==> src/rtl/calc_pkg.sv <==
// Shared definitions for the calculator datapath blocks.
package calc_pkg;

    // Controller states of the sequential divider.
    typedef enum logic [1:0] {
        IDLE = 2'd0,
        RUN  = 2'd1,
        DONE = 2'd2
    } div_state_t;

    // Default operand width of the calculator datapath.
    localparam int CALC_WIDTH = 8;

endpackage

==> src/rtl/full_sub_nbits.sv <==
// Ripple-borrow subtractor: s_o[width-1:0] = a_i - b_i, s_o[width] = final borrow.
module full_sub_nbits #(
    parameter int width = 8
) (
    input  logic [width-1:0] a_i,
    input  logic [width-1:0] b_i,
    output logic [width:0]   s_o
);

    logic [width:0] borrow;

    assign borrow[0] = 1'b0;

    // One full-subtractor stage per bit, borrow rippling upwards.
    for (genvar i = 0; i < width; i++) begin : g_stage
        assign s_o[i]        = a_i[i] ^ b_i[i] ^ borrow[i];
        assign borrow[i + 1] = (~a_i[i] & b_i[i]) | (~(a_i[i] ^ b_i[i]) & borrow[i]);
    end

    assign s_o[width] = borrow[width];

endmodule

==> src/rtl/div_seq_ctrl.sv <==
// Sequential restoring divider: one quotient bit per RUN cycle through a
// single shared subtractor; divide-by-zero short-circuits straight to DONE.
//
// Handshake: a request is accepted on a rising edge where start_i=1 and the
// controller is IDLE (busy_o=0); start_i is ignored otherwise and nothing is
// queued. done_o pulses for one cycle when the result registers have just
// been written; they then hold until the next result is written.
module div_seq_ctrl
    import calc_pkg::*;
#(
    parameter int width = CALC_WIDTH
) (
    input  logic             clk_i,
    input  logic             rst_i,
    input  logic             start_i,
    input  logic [width-1:0] dividend_i,
    input  logic [width-1:0] divisor_i,
    output logic             busy_o,
    output logic             done_o,
    output logic [width-1:0] quotient_o,
    output logic [width-1:0] remainder_o,
    output logic             div_by_zero_o
);

    localparam int CW = $clog2(width) + 1;

    div_state_t     state;
    div_state_t     state_next;
    logic [width-1:0] r_q;
    logic [width-1:0] q_q;
    logic [width-1:0] d_q;
    logic [CW-1:0]    cnt_q;

    logic [width:0]   trial;
    logic [width+1:0] diff;
    logic             borrow;
    logic [width-1:0] r_next;
    logic [width-1:0] q_next;
    logic             last_iter;
    logic             accept;
    logic             unused_diff;

    // Trial subtract of the shifted partial remainder against the divisor.
    assign trial = {r_q, q_q[width-1]};

    full_sub_nbits #(.width(width + 1)) u_sub (
        .a_i (trial),
        .b_i ({1'b0, d_q}),
        .s_o (diff)
    );

    assign borrow      = diff[width+1];
    // R < D keeps the committed difference inside width bits.
    assign unused_diff = diff[width];
    assign r_next      = borrow ? trial[width-1:0] : diff[width-1:0];
    assign q_next      = {q_q[width-2:0], ~borrow};
    assign last_iter   = (cnt_q == CW'(width - 1));
    assign accept      = (state == IDLE) && start_i;

    assign busy_o = (state != IDLE);
    assign done_o = (state == DONE);

    // State register.
    always_ff @(posedge clk_i) begin
        if (rst_i) begin
            state <= IDLE;
        end else begin
            state <= state_next;
        end
    end

    // Next-state logic.
    always_comb begin
        state_next = state;
        case (state)
            IDLE: begin
                if (accept) begin
                    state_next = (divisor_i == '0) ? DONE : RUN;
                end
            end
            RUN: begin
                if (last_iter) begin
                    state_next = DONE;
                end
            end
            DONE:    state_next = IDLE;
            default: state_next = IDLE;
        endcase
    end

    // Working registers and result registers; results only written on DONE entry.
    always_ff @(posedge clk_i) begin
        if (rst_i) begin
            r_q           <= '0;
            q_q           <= '0;
            d_q           <= '0;
            cnt_q         <= '0;
            quotient_o    <= '0;
            remainder_o   <= '0;
            div_by_zero_o <= 1'b0;
        end else begin
            case (state)
                IDLE: begin
                    if (accept) begin
                        r_q   <= '0;
                        q_q   <= dividend_i;
                        d_q   <= divisor_i;
                        cnt_q <= '0;
                        if (divisor_i == '0) begin
                            quotient_o    <= '1;
                            remainder_o   <= dividend_i;
                            div_by_zero_o <= 1'b1;
                        end
                    end
                end
                RUN: begin
                    r_q   <= r_next;
                    q_q   <= q_next;
                    cnt_q <= cnt_q + 1'b1;
                    if (last_iter) begin
                        quotient_o    <= q_next;
                        remainder_o   <= r_next;
                        div_by_zero_o <= 1'b0;
                    end
                end
                default: ;
            endcase
        end
    end

endmodule

==> config.mk <==
export PLATFORM = sky130hd
export DESIGN_NAME = div_seq_ctrl
export DESIGN_NICKNAME = d
export VERILOG_FILES = /design/src/rtl/calc_pkg.sv /design/src/rtl/full_sub_nbits.sv /design/src/rtl/div_seq_ctrl.sv
export SDC_FILE = /design/constraint.sdc
export NUM_CORES = 1
export LEC_CHECK = 0
export ABC_CLOCK_PERIOD_IN_PS = 5000
export BUFFER_PORTS_ARGS = -buffer_cell sky130_fd_sc_hd__buf_2
export CORE_UTILIZATION = 54
export CTS_CLUSTER_SIZE = 20
export DETAILED_ROUTE_END_ITERATION = 8
export PLACE_DENSITY = 0.77
export SLEW_MARGIN = 20
export SYNTH_ARGS = -nofsm -noshare
export SYNTH_HDL_FRONTEND = slang
export SYNTH_SLANG_ARGS = --single-unit
export TNS_END_PERCENT = 30
==> constraint.sdc <==
create_clock -name clk_i -period 5 [get_ports clk_i]
set_input_delay 0.75 -clock clk_i [delete_from_list [all_inputs] [get_ports clk_i]]
set_output_delay 0.75 -clock clk_i [all_outputs]
set_load 0.05 [all_outputs]
==> summary.txt, run 1 <==
Ranking of synthesized cells by instance count - 47 x dfxtp_1, 34 x nand2_1, 30 x a21oi_1, 30 x nor2_1, 9 x inv_1
Die Area - 0.00445 mm^2
Die X - 66.7 um
Reg-to-Reg Start - q_q[7]$_SDFFE_PP0P_
Seq cells post-synth - 47
Critical path arrival - 4740 ps
Worst-path clk slew - 100 ps
Yosys cell types - 42
Slack of the critical path - 484 ps
Remaining DRCs - 0
Grt total ovfl - 0
Share of the synthesized area in the top cell type - 41.6%
Largest net degree at the start of global routing - 42
CTS tree - yes
Filler instances - 344
Register area share after synthesis - 41.6%
Synth warn - 0
Cell taking the most area after synthesis - dfxtp_1
Critical path required time - 5220 ps
R2r endpoint - remainder_o[4]$_SDFFE_PP0P_
WL final - 5110 um
# diodes - 0
# setup viols final - 0
Final period util - 90.3%
Clock Path Buffers - 2
H-tree depth - 2
RSZ-0062 raised after global routing - no
Critical path launch point type - register
Drt initial violations - 128
Hold Path Class - register to register
# rows - 23
Post-route setup TNS - 0 ps
Synth-to-Final Area Change - 11.5%
Dpl hpwl - 3380 um
Antenna violations before repair - 0
Top Ports - 38
Fraction of layout instances using a drive strength above 1 - 25.7%
Post-place setup slack - 551 ps
Mapped Area - 0.00226 mm^2
Vias in the first global route - 1653
Cells after Synth - 240
Clock Latency Late Sink - 310 ps
Worst R2R Setup Slack - 480 ps
Die H - 66.7 um
Ys flop type - dfxtp_1
Syn Area/Cell - 9.42 um^2
Drt pass-1 iters - 4
Worst Tran Pin Value - 825 ps
Post-CTS Resized - 0
Setup Skew - 10.4 ps
GPL Wtd Cong - 0.831
Core footprint - 0.00400 mm^2
Syn_nets - 268
Worst IR Drop VDD - 0.248 mV
Cell with the most instances after synthesis - dfxtp_1
Total clock buffers created by CTS - 5
IO buf count - 37
Worst-path maximum fanout - 9
Gr usage total - 25.3%
Post-synth ARST share - 0%
Root buffer cell - clkbuf_8
Detailed-route via count - 1878
Critical Path Source - q_q[7]$_SDFFE_PP0P_
Slew Viols, Final - 0
EDFF count, synth - 0
Worst setup path end - remainder_o[4]$_SDFFE_PP0P_
First-pass GRT wire length - 8180 um
Fin. Hold Viols - 0
Hold_buf cts - 0
Final ANT Viol Nets - 0
Clk sinks - 47
Worst-case reg-to-reg path depth - 13
Max-cap check violation count - 0
Status - finished clean
Relative slew margins - 44.9%
Power Density - 369 mW/mm^2
Min Tclk post-route - 4520 ps
Final Net Count - 295
DR WL/cell - 16.1 um
CP Class - register to register
Endpoint type of the worst setup path - register
Setup Fix Bufs, Post-CTS - 0
Top post-synthesis cells by area - dfxtp_1 42%, a21oi_1 6.6%, fa_1 6.2%, nand2_1 5.6%, nor2_1 5.0%
Vias per cell - 5.91
Lkg Pwr - 0.997 nW
Starting Density - 56.5%
Fmax - 0.221 GHz
## registers in the layout, indices dropped and copies added, names as in the netlist
signal         cells
d_q                8
q_q                8
quotient_o         8
r_q                8
remainder_o        8
cnt_q              4
state              2
div_by_zero_o      1
## cell usage in the layout (no fill, tap or decap), drive strengths merged, types with 2 or more instances in the layout
master / Yosys / layout
a211oi: 6 / 6
buf: 14 / 38
nor4: 2 / 2
or2: 2 / 2
ha: 2 / 2
a21oi: 30 / 30
nand3b: 2 / 2
clkbuf: 4 / 5
nor3b: 8 / 8
nand2: 35 / 35
nand2b: 2 / 2
bufinv: 0 / 2
a221oi: 8 / 8
nand3: 2 / 2
o21a: 2 / 2
nor2: 31 / 31
mux2i: 2 / 2
inv: 9 / 9
fa: 7 / 7
a311oi: 7 / 7
o221a: 6 / 6
o21ai: 2 / 2
dfxtp: 47 / 47
## how the worst min path moves through the flow
stage | start | end | slack [ps] | cells past startpoint
3_3_place_gp | quotient_o[7]$_SDFFE_PP0P_ | quotient_o[7]$_SDFFE_PP0P_ | 440 | 1
3_5_place_dp | quotient_o[0]$_SDFFE_PP0P_ | quotient_o[0]$_SDFFE_PP0P_ | 450 | 1
6_report | r_q[6]$_SDFFE_PP0P_ | r_q[6]$_SDFFE_PP0P_ | 460 | 2
5_1_grt | quotient_o[0]$_SDFFE_PP0P_ | quotient_o[0]$_SDFFE_PP0P_ | 500 | 1
2_1_floorplan | r_q[6]$_SDFFE_PP0P_ | r_q[6]$_SDFFE_PP0P_ | 440 | 2
4_1_cts | r_q[6]$_SDFFE_PP0P_ | r_q[6]$_SDFFE_PP0P_ | 460 | 2
## layer usage
| layer | global-route usage [%] | wire length, um | vias to the layer above | part of all wire [%] |
|---|---|---|---|---|
| met3 | 9.25 | 308 | 11 | 6.0 |
| li1 | - | - | 900 | - |
| met5 | 0 | 0 | - | 0 |
| met4 | 8.24 | 94 | 0 | 1.8 |
| met2 | 37.2 | 2420 | 67 | 47 |
| met1 | 34.0 | 2290 | 900 | 45 |
## critical path, cell delays in order, from the launching register on
cell and delay (ps):
dfxtp_1 340, inv_1 60, ha_1 200, fa_1 390, fa_1 390, fa_1 390
fa_1 390, fa_1 390, fa_1 390, fa_1 540, nor3b_1 210, a211oi_1 350
a21oi_1 90, a221oi_1 290
## per-stage QoR
stage / hold WS [ps] / instance area, um^2 / total power [W] / utilization (%) / instances
final: 458 / 2520 / 0.000930 / 63.0 / 318
after global routing: 500 / 2520 / 0.000970 / 63.0 / 318
after CTS: 462 / 2520 / 0.000929 / 63.0 / 318
after detailed placement: 450 / 2380 / 0.000598 / 59.6 / 310
after global placement: 445 / 2380 / 0.000594 / 59.6 / 310
after floorplan: 436 / 2260 / 0.000568 / - / 240
## cells by family after synthesis
family	count (synthesis)	synth area share [%]
AOI/OAI and AO/OA	66	22.3
adders and majority gates	9	7.31
buffers and inverters	27	7.31
DFF	47	41.6
muxes	3	1.38
and+or+nand+nor	88	20.0
## layout make-up
type / instances / area [um^2] / area share [%]
clock buffer: 5 / 68.8 / 2.73
clock inverter: 3 / 67.6 / 2.68
inverter: 9 / 33.8 / 1.34
multi-input combinational: 166 / 1150 / 45.8
sequential: 47 / 941 / 37.3
tap: 50 / 62.6 / 2.48
timing repair buffer: 38 / 193 / 7.65
## report_power, final
group | internal (W) | switching [W] | total [W]
Clock | 0.000199 | 0.000137 | 0.000336
Combinational | 0.0000726 | 0.000108 | 0.000181
Sequential | 0.000394 | 0.0000184 | 0.000413
(Power assumes the default switching activity.)
==> inputs of run 2 (changes only) <==
--- a/config.mk
+++ b/config.mk
@@ -5,6 +5,7 @@
 export SDC_FILE = /design/constraint.sdc
 export NUM_CORES = 1
 export LEC_CHECK = 0
+export ABC_AREA = 1
 export ABC_CLOCK_PERIOD_IN_PS = 5000
 export BUFFER_PORTS_ARGS = -buffer_cell sky130_fd_sc_hd__buf_2
 export CORE_UTILIZATION = 54
==> summary.txt, run 2 <==
Ys flop type - dfxtp_1 (unchanged)
Mapped Area - 0.00223 mm^2 (was 0.00226 mm^2)
Vias in the first global route - 1977 (was 1653)
# rows - 22 (was 23)
WL final - 4630 um (was 5110 um)
Slack of the critical path - 626 ps (was 484 ps)
Clock Power Share - 23.2% (was 36.2%)
Final ANT Viol Nets - 0 (unchanged)
First-pass GRT wire length - 8460 um (was 8180 um)
Critical path launch point type - register (unchanged)
RSZ-0062 raised after global routing - no (unchanged)
Setup Fix Bufs, Post-CTS - 0 (unchanged)
CP Class - register to register (unchanged)
Root buffer cell - clkbuf_8 (unchanged)
Synth warn - 0 (unchanged)
Status - finished clean (unchanged)
Top Ports - 38 (unchanged)
Synth-to-Final Area Change - 12.4% (was 11.5%)
Die X - 66.2 um (was 66.7 um)
Dpl hpwl - 3350 um (was 3380 um)
Post-synth ARST share - 0% (unchanged)
Detailed-route via count - 2010 (was 1878)
Fin. Hold Viols - 0 (unchanged)
Drt initial violations - 134 (was 128)
Max-cap check violation count - 0 (unchanged)
Sw power - 0.000379 W (was 0.000264 W)
IO buf count - 37 (unchanged)
Final Net Count - 371 (was 295)
Top post-synthesis cells by area - dfxtp_1 42%, nand2_1 13%, nor2_1 8.9%, inv_1 7.3%, fa_1 6.3% (was dfxtp_1 42%, a21oi_1 6.6%, fa_1 6.2%, nand2_1 5.6%, nor2_1 5.0%)
Clock Latency Late Sink - 300 ps (was 310 ps)
DR WL/cell - 11.8 um (was 16.1 um)
Remaining DRCs - 0 (unchanged)
Most common cell after layout, fill and taps aside - nand2_1 (was dfxtp_1)
Hold depth - 2 (unchanged)
Gr usage total - 25.5% (was 25.3%)
Commonest cells after routing, fill and taps aside - 79 x nand2_1, 53 x nor2_1, 47 x dfxtp_1 (was 47 x dfxtp_1, 37 x buf_2, 34 x nand2_1)
EDFF count, synth - 0 (unchanged)
Critical path required time - 5250 ps (was 5220 ps)
Relative slew margins - 38.0% (was 44.9%)
GPL Wtd Cong - 0.838 (was 0.831)
CP dominant cell by count - fa_1 (unchanged)
Clock Path Buffers - 2 (unchanged)
Final period util - 87.5% (was 90.3%)
Seq cells post-synth - 47 (unchanged)
Worst IR Drop VDD - 0.257 mV (was 0.248 mV)
Cell taking the most area after synthesis - dfxtp_1 (unchanged)
Post-route setup TNS - 0 ps (unchanged)
Share of the synthesized area in the top cell type - 42.3% (was 41.6%)
Clk sinks - 47 (unchanged)
Fraction of layout instances using a drive strength above 1 - 16.3% (was 25.7%)
Syn_nets - 338 (was 268)
Post-place setup slack - 660 ps (was 551 ps)
# diodes - 0 (unchanged)
Slew Viols, Final - 0 (unchanged)
Die H - 66.2 um (was 66.7 um)
Worst Tran Pin Value - 929 ps (was 825 ps)
H-tree depth - 2 (unchanged)
Grt total ovfl - 0 (unchanged)
Critical-path top delay cell - fa_1 (unchanged)
Register area share after synthesis - 42.3% (was 41.6%)
Final design utilization - 65.9% (was 63.0%)
Ranking of synthesized cells by instance count - 79 x nand2_1, 53 x nor2_1, 47 x dfxtp_1, 43 x inv_1, 18 x o21ai_0 (was 47 x dfxtp_1, 34 x nand2_1, 30 x a21oi_1, 30 x nor2_1, 9 x inv_1)
Yosys cell types - 23 (was 42)
Internal Power - 0.000609 W (was 0.000666 W)
Antenna violations before repair - 0 (unchanged)
Post-CTS Resized - 0 (unchanged)
Lkg Pwr - 1.23 nW (was 0.997 nW)
Cell with the most instances after synthesis - nand2_1 (was dfxtp_1)
Fmax - 0.229 GHz (was 0.221 GHz)
Endpoint type of the worst setup path - register (unchanged)
Crit-path max cell delay - 400 ps (was 540 ps)
Vias per cell - 5.13 (was 5.91)
Total clock buffers created by CTS - 5 (unchanged)
Drt pass-1 iters - 4 (unchanged)
Worst-path clk slew - 90 ps (was 100 ps)
Hold_buf cts - 0 (unchanged)
Min Tclk post-route - 4370 ps (was 4520 ps)
Die Area - 0.00438 mm^2 (was 0.00445 mm^2)
Worst R2R Setup Slack - 630 ps (was 480 ps)
Sequential power share - 45.6% (was 44.4%)
Cells after Synth - 310 (was 240)
Syn Area/Cell - 7.18 um^2 (was 9.42 um^2)
Sw frac - 38.4% (was 28.3%)
CTS tree - yes (unchanged)
Power Density - 395 mW/mm^2 (was 369 mW/mm^2)
Crit path cell chain - inv_1, ha_1, fa_1, fa_1, fa_1, fa_1, fa_1, fa_1, fa_1, nand2_1, inv_1, nor2_1, nand2_1, nand3_1, nor2_1, nor2_1 (was inv_1, ha_1, fa_1, fa_1, fa_1, fa_1, fa_1, fa_1, fa_1, nor3b_1, a211oi_1, a21oi_1, a221oi_1)
Worst-path maximum fanout - 8 (was 9)
Filler instances - 367 (was 344)
Largest net degree at the start of global routing - 36 (was 42)
Critical path arrival - 4620 ps (was 4740 ps)
Hold Path Class - register to register (unchanged)
Logic gate share of total power - 31.3% (was 19.5%)
Core footprint - 0.00380 mm^2 (was 0.00400 mm^2)
Worst-case reg-to-reg path depth - 16 (was 13)
# setup viols final - 0 (unchanged)
Setup Skew - 4.82 ps (was 10.4 ps)
Starting Density - 58.6% (was 56.5%)
-- run 2: cell types whose count changed in the layout (fill, tap and decap cells not counted), moves of 3 or more --
cell,change
nor2_1,+23
nand2_1,+45
nor3b_1,-7
a31oi_1,+15
a21oi_1,-21
a211oi_1,-6
inv_1,+34
a311oi_1,-7
a221oi_2,-7
o21ai_0,+16
nand2_2,+3
nand3_1,+10
o221a_2,-6
-- run 2: layer usage --
layer | wire length [um] | track usage, % | vias to the layer above
met5 | 0 | 0 | -
met4 | 57 | 10.9 | 0
met3 | 156 | 4.31 | 5
met2 | 2220 | 43.4 | 35
met1 | 2200 | 31.6 | 940
li1 | - | - | 1030
-- run 2: kinds of logic (layout without fill, tap and decap cells) --
kind of cell             count (synthesis)  in the layout  share of synthesized area [%]
AND/OR/NAND/NOR                        155            155                           29.2
buffers and inverters                   55             89                           10.0
flip-flops                              47             47                           42.3
AO/OA/AOI/OAI                           44             44                           11.1
adder cells (fa/ha/maj)                  9              9                           7.42
-- run 2: worst paths after layout --
| kind | startpoint | end |
|---|---|---|
| hold / removal | div_by_zero_o$_SDFFE_PP0P_ | div_by_zero_o$_SDFFE_PP0P_ |
| hold reg to reg | div_by_zero_o$_SDFFE_PP0P_ | div_by_zero_o$_SDFFE_PP0P_ |
| setup / recovery | q_q[7]$_SDFFE_PP0P_ | remainder_o[6]$_SDFFE_PP0P_ |
| setup reg to reg | q_q[7]$_SDFFE_PP0P_ | remainder_o[6]$_SDFFE_PP0P_ |
-- run 2: power by group through the flow --
stage / Sequential [W] / Clock (W) / Combinational (W)
2_1_floorplan: 0.000504 / 0 / 0.000196
3_3_place_gp: 0.000458 / 0 / 0.000301
3_5_place_dp: 0.000459 / 0 / 0.000307
4_1_cts: 0.000450 / 0.000235 / 0.000309
5_1_grt: 0.000456 / 0.000250 / 0.000354
6_report: 0.000450 / 0.000229 / 0.000309
-- run 2: area by class of cell --
type / instances / area [um^2] / share of cell area, %
inverters: 44 / 165 / 6.60
flip-flops and latches: 47 / 941 / 37.6
multi-input cells: 208 / 1060 / 42.5
well taps: 48 / 60.1 / 2.40
clock inverters: 3 / 20.0 / 0.800
repair buffers: 37 / 185 / 7.40
clock buffers: 5 / 68.8 / 2.75
-- run 2: critical path, delay by kind of cell, from the launching register on --
kind | cells | cell delay (ps)
adder cells (fa/ha/maj) | 8 | 2900
AND/OR/NAND/NOR | 6 | 960
flip-flops | 1 | 340
buffers and inverters | 2 | 110
-- run 2: through the flow --
stage	hold WS, ps	instances	power (W)	cell area [um^2]
after CTS	449	392	0.000994	2500
after floorplan	442	310	0.000700	2230
after detailed placement	436	384	0.000766	2410
after global routing	467	392	0.00106	2500
final	450	392	0.000988	2500
after global placement	434	384	0.000759	2410
==> inputs of run 3 (changes only) <==
--- a/config.mk
+++ b/config.mk
@@ -8,8 +8,10 @@
 export ABC_AREA = 1
 export ABC_CLOCK_PERIOD_IN_PS = 5000
 export BUFFER_PORTS_ARGS = -buffer_cell sky130_fd_sc_hd__buf_2
+export CORE_MARGIN = 3
 export CORE_UTILIZATION = 54
-export CTS_CLUSTER_SIZE = 20
+export CTS_CLUSTER_DIAMETER = 80
+export CTS_CLUSTER_SIZE = 10
 export DETAILED_ROUTE_END_ITERATION = 8
 export PLACE_DENSITY = 0.77
 export SLEW_MARGIN = 20
==> summary.txt, run 3 (synthesized netlist as in run 2, its figures left out) <==
Status - finished clean (unchanged)
Final ANT Viol Nets - 0 (unchanged)
Drt initial violations - 138 (was 134)
Hold Path Class - register to register (unchanged)
IO buf count - 37 (unchanged)
Fmax - 0.227 GHz (was 0.229 GHz)
Lkg Pwr - 1.25 nW (was 1.23 nW)
Slew Viols, Final - 0 (unchanged)
Relative slew margins - 66.2% (was 38.0%)
Fin. Hold Viols - 0 (unchanged)
Remaining DRCs - 0 (unchanged)
Antenna violations before repair - 0 (unchanged)
Critical path launch point type - register (unchanged)
Clock Latency Late Sink - 310 ps (was 300 ps)
Fraction of layout instances using a drive strength above 1 - 16.5% (was 16.3%)
Detailed-route via count - 1987 (was 2010)
Critical path arrival - 4660 ps (was 4620 ps)
Post-route setup TNS - 0 ps (unchanged)
Clk sinks - 47 (unchanged)
Hold_buf cts - 0 (unchanged)
Die Area - 0.00493 mm^2 (was 0.00438 mm^2)
Worst R2R Setup Slack - 590 ps (was 630 ps)
Final period util - 88.2% (was 87.5%)
Worst IR Drop VDD - 0.218 mV (was 0.257 mV)
CP dominant cell by count - fa_1 (unchanged)
First-pass GRT wire length - 8470 um (was 8460 um)
Synth-to-Final Area Change - 13.8% (was 12.4%)
DR WL/cell - 12.2 um (was 11.8 um)
Vias in the first global route - 1854 (was 1977)
Worst-path clk slew - 90 ps (about the same)
Worst-path maximum fanout - 8 (unchanged)
Drt pass-1 iters - 4 (unchanged)
CTS tree - yes (unchanged)
WL final - 4810 um (was 4630 um)
Commonest cells after routing, fill and taps aside - 79 x nand2_1, 53 x nor2_1, 47 x dfxtp_1 (unchanged)
Final design utilization - 66.2% (was 65.9%)
Top Ports - 38 (unchanged)
Starting Density - 58.2% (was 58.6%)
Crit-path max cell delay - 400 ps (about the same)
Post-CTS Resized - 0 (unchanged)
Most common cell after layout, fill and taps aside - nand2_1 (unchanged)
CP Class - register to register (unchanged)
Largest net degree at the start of global routing - 26 (was 36)
# diodes - 0 (unchanged)
Filler instances - 336 (was 367)
Clock Path Buffers - 2 (unchanged)
Die H - 70.2 um (was 66.2 um)
Critical path required time - 5250 ps (about the same)
Gr usage total - 21.3% (was 25.5%)
Grt total ovfl - 0 (unchanged)
Root buffer cell - clkbuf_8 (unchanged)
Min Tclk post-route - 4410 ps (was 4370 ps)
Critical-path top delay cell - fa_1 (unchanged)
Setup Fix Bufs, Post-CTS - 0 (unchanged)
RSZ-0062 raised after global routing - no (unchanged)
Total clock buffers created by CTS - 5 (unchanged)
Final Net Count - 372 (was 371)
Post-place setup slack - 611 ps (was 660 ps)
Vias per cell - 5.06 (was 5.13)
Placed insts - 385 (was 384)
# setup viols final - 0 (unchanged)
Fin area - 0.00253 mm^2 (was 0.00250 mm^2)
Non-Filler Instances - 393 (was 392)
Worst Tran Pin Value - 506 ps (was 929 ps)
Setup Skew - 11.1 ps (was 4.82 ps)
Power Density - 411 mW/mm^2 (was 395 mW/mm^2)
Post-Place Cell Area - 0.00242 mm^2 (was 0.00241 mm^2)
Crit path cell chain - inv_1, ha_1, fa_1, fa_1, fa_1, fa_1, fa_1, fa_1, fa_1, nand2_1, inv_1, nor2_1, nand2_1, nand3_1, nor2_1, nor2_1 (unchanged)
GPL Wtd Cong - 0.873 (was 0.838)
Slack of the critical path - 590 ps (was 626 ps)
Max-cap check violation count - 0 (unchanged)
Die X - 70.2 um (was 66.2 um)
# rows - 22 (unchanged)
H-tree depth - 2 (unchanged)
Core footprint - 0.00383 mm^2 (was 0.00380 mm^2)
Endpoint type of the worst setup path - register (unchanged)
Dpl hpwl - 3470 um (was 3350 um)
run 3: worst paths after layout:
kind	start	endpoint	cells past startpoint
setup / recovery	q_q[7]$_SDFFE_PP0P_	remainder_o[6]$_SDFFE_PP0P_	16
hold / removal	div_by_zero_o$_SDFFE_PP0P_	div_by_zero_o$_SDFFE_PP0P_	2
setup reg to reg	q_q[7]$_SDFFE_PP0P_	remainder_o[6]$_SDFFE_PP0P_	16
hold reg to reg	div_by_zero_o$_SDFFE_PP0P_	div_by_zero_o$_SDFFE_PP0P_	2
run 3: worst max-delay path, delay by kind of cell (launching register included):
family | cells | cell delay, ps
buffers and inverters | 2 | 120
flip-flops | 1 | 330
adder cells (fa/ha/maj) | 8 | 2910
AND/OR/NAND/NOR | 6 | 990
run 3: cell type report:
cell class / count / area (um^2) / share of cell area [%]
multi-input cells: 208 / 1060 / 41.9
flip-flops and latches: 47 / 941 / 37.1
repair buffers: 38 / 193 / 7.60
inverters: 44 / 165 / 6.52
clock buffers: 5 / 68.8 / 2.72
well taps: 48 / 60.1 / 2.37
clock inverters: 3 / 43.8 / 1.73
run 3: where the power goes:
group | switching, W | internal (W) | total, W | leakage [nW]
logic | 0.000217 | 0.0000918 | 0.000309 | 0.811
clock network | 0.000132 | 0.000149 | 0.000281 | 0.0581
registers | 0.0000304 | 0.000420 | 0.000451 | 0.385
total | 0.000380 | 0.000661 | 0.00104 | 1.25
run 3: metal layers:
layer / global-route usage [%] / part of all wire (%)
met1: 27.9 / 46
met2: 33.9 / 48
met3: 6.47 / 4.7
met4: 5.96 / 1.2
met5: 0 / 0
run 3: metrics by stage:
stage / hold slack (ps) / power, W
4_1_cts: 454 / 0.00105
5_1_grt: 474 / 0.00111
3_3_place_gp: 432 / 0.000759
2_1_floorplan: 442 / 0.000700
3_5_place_dp: 438 / 0.000767
6_report: 451 / 0.00104
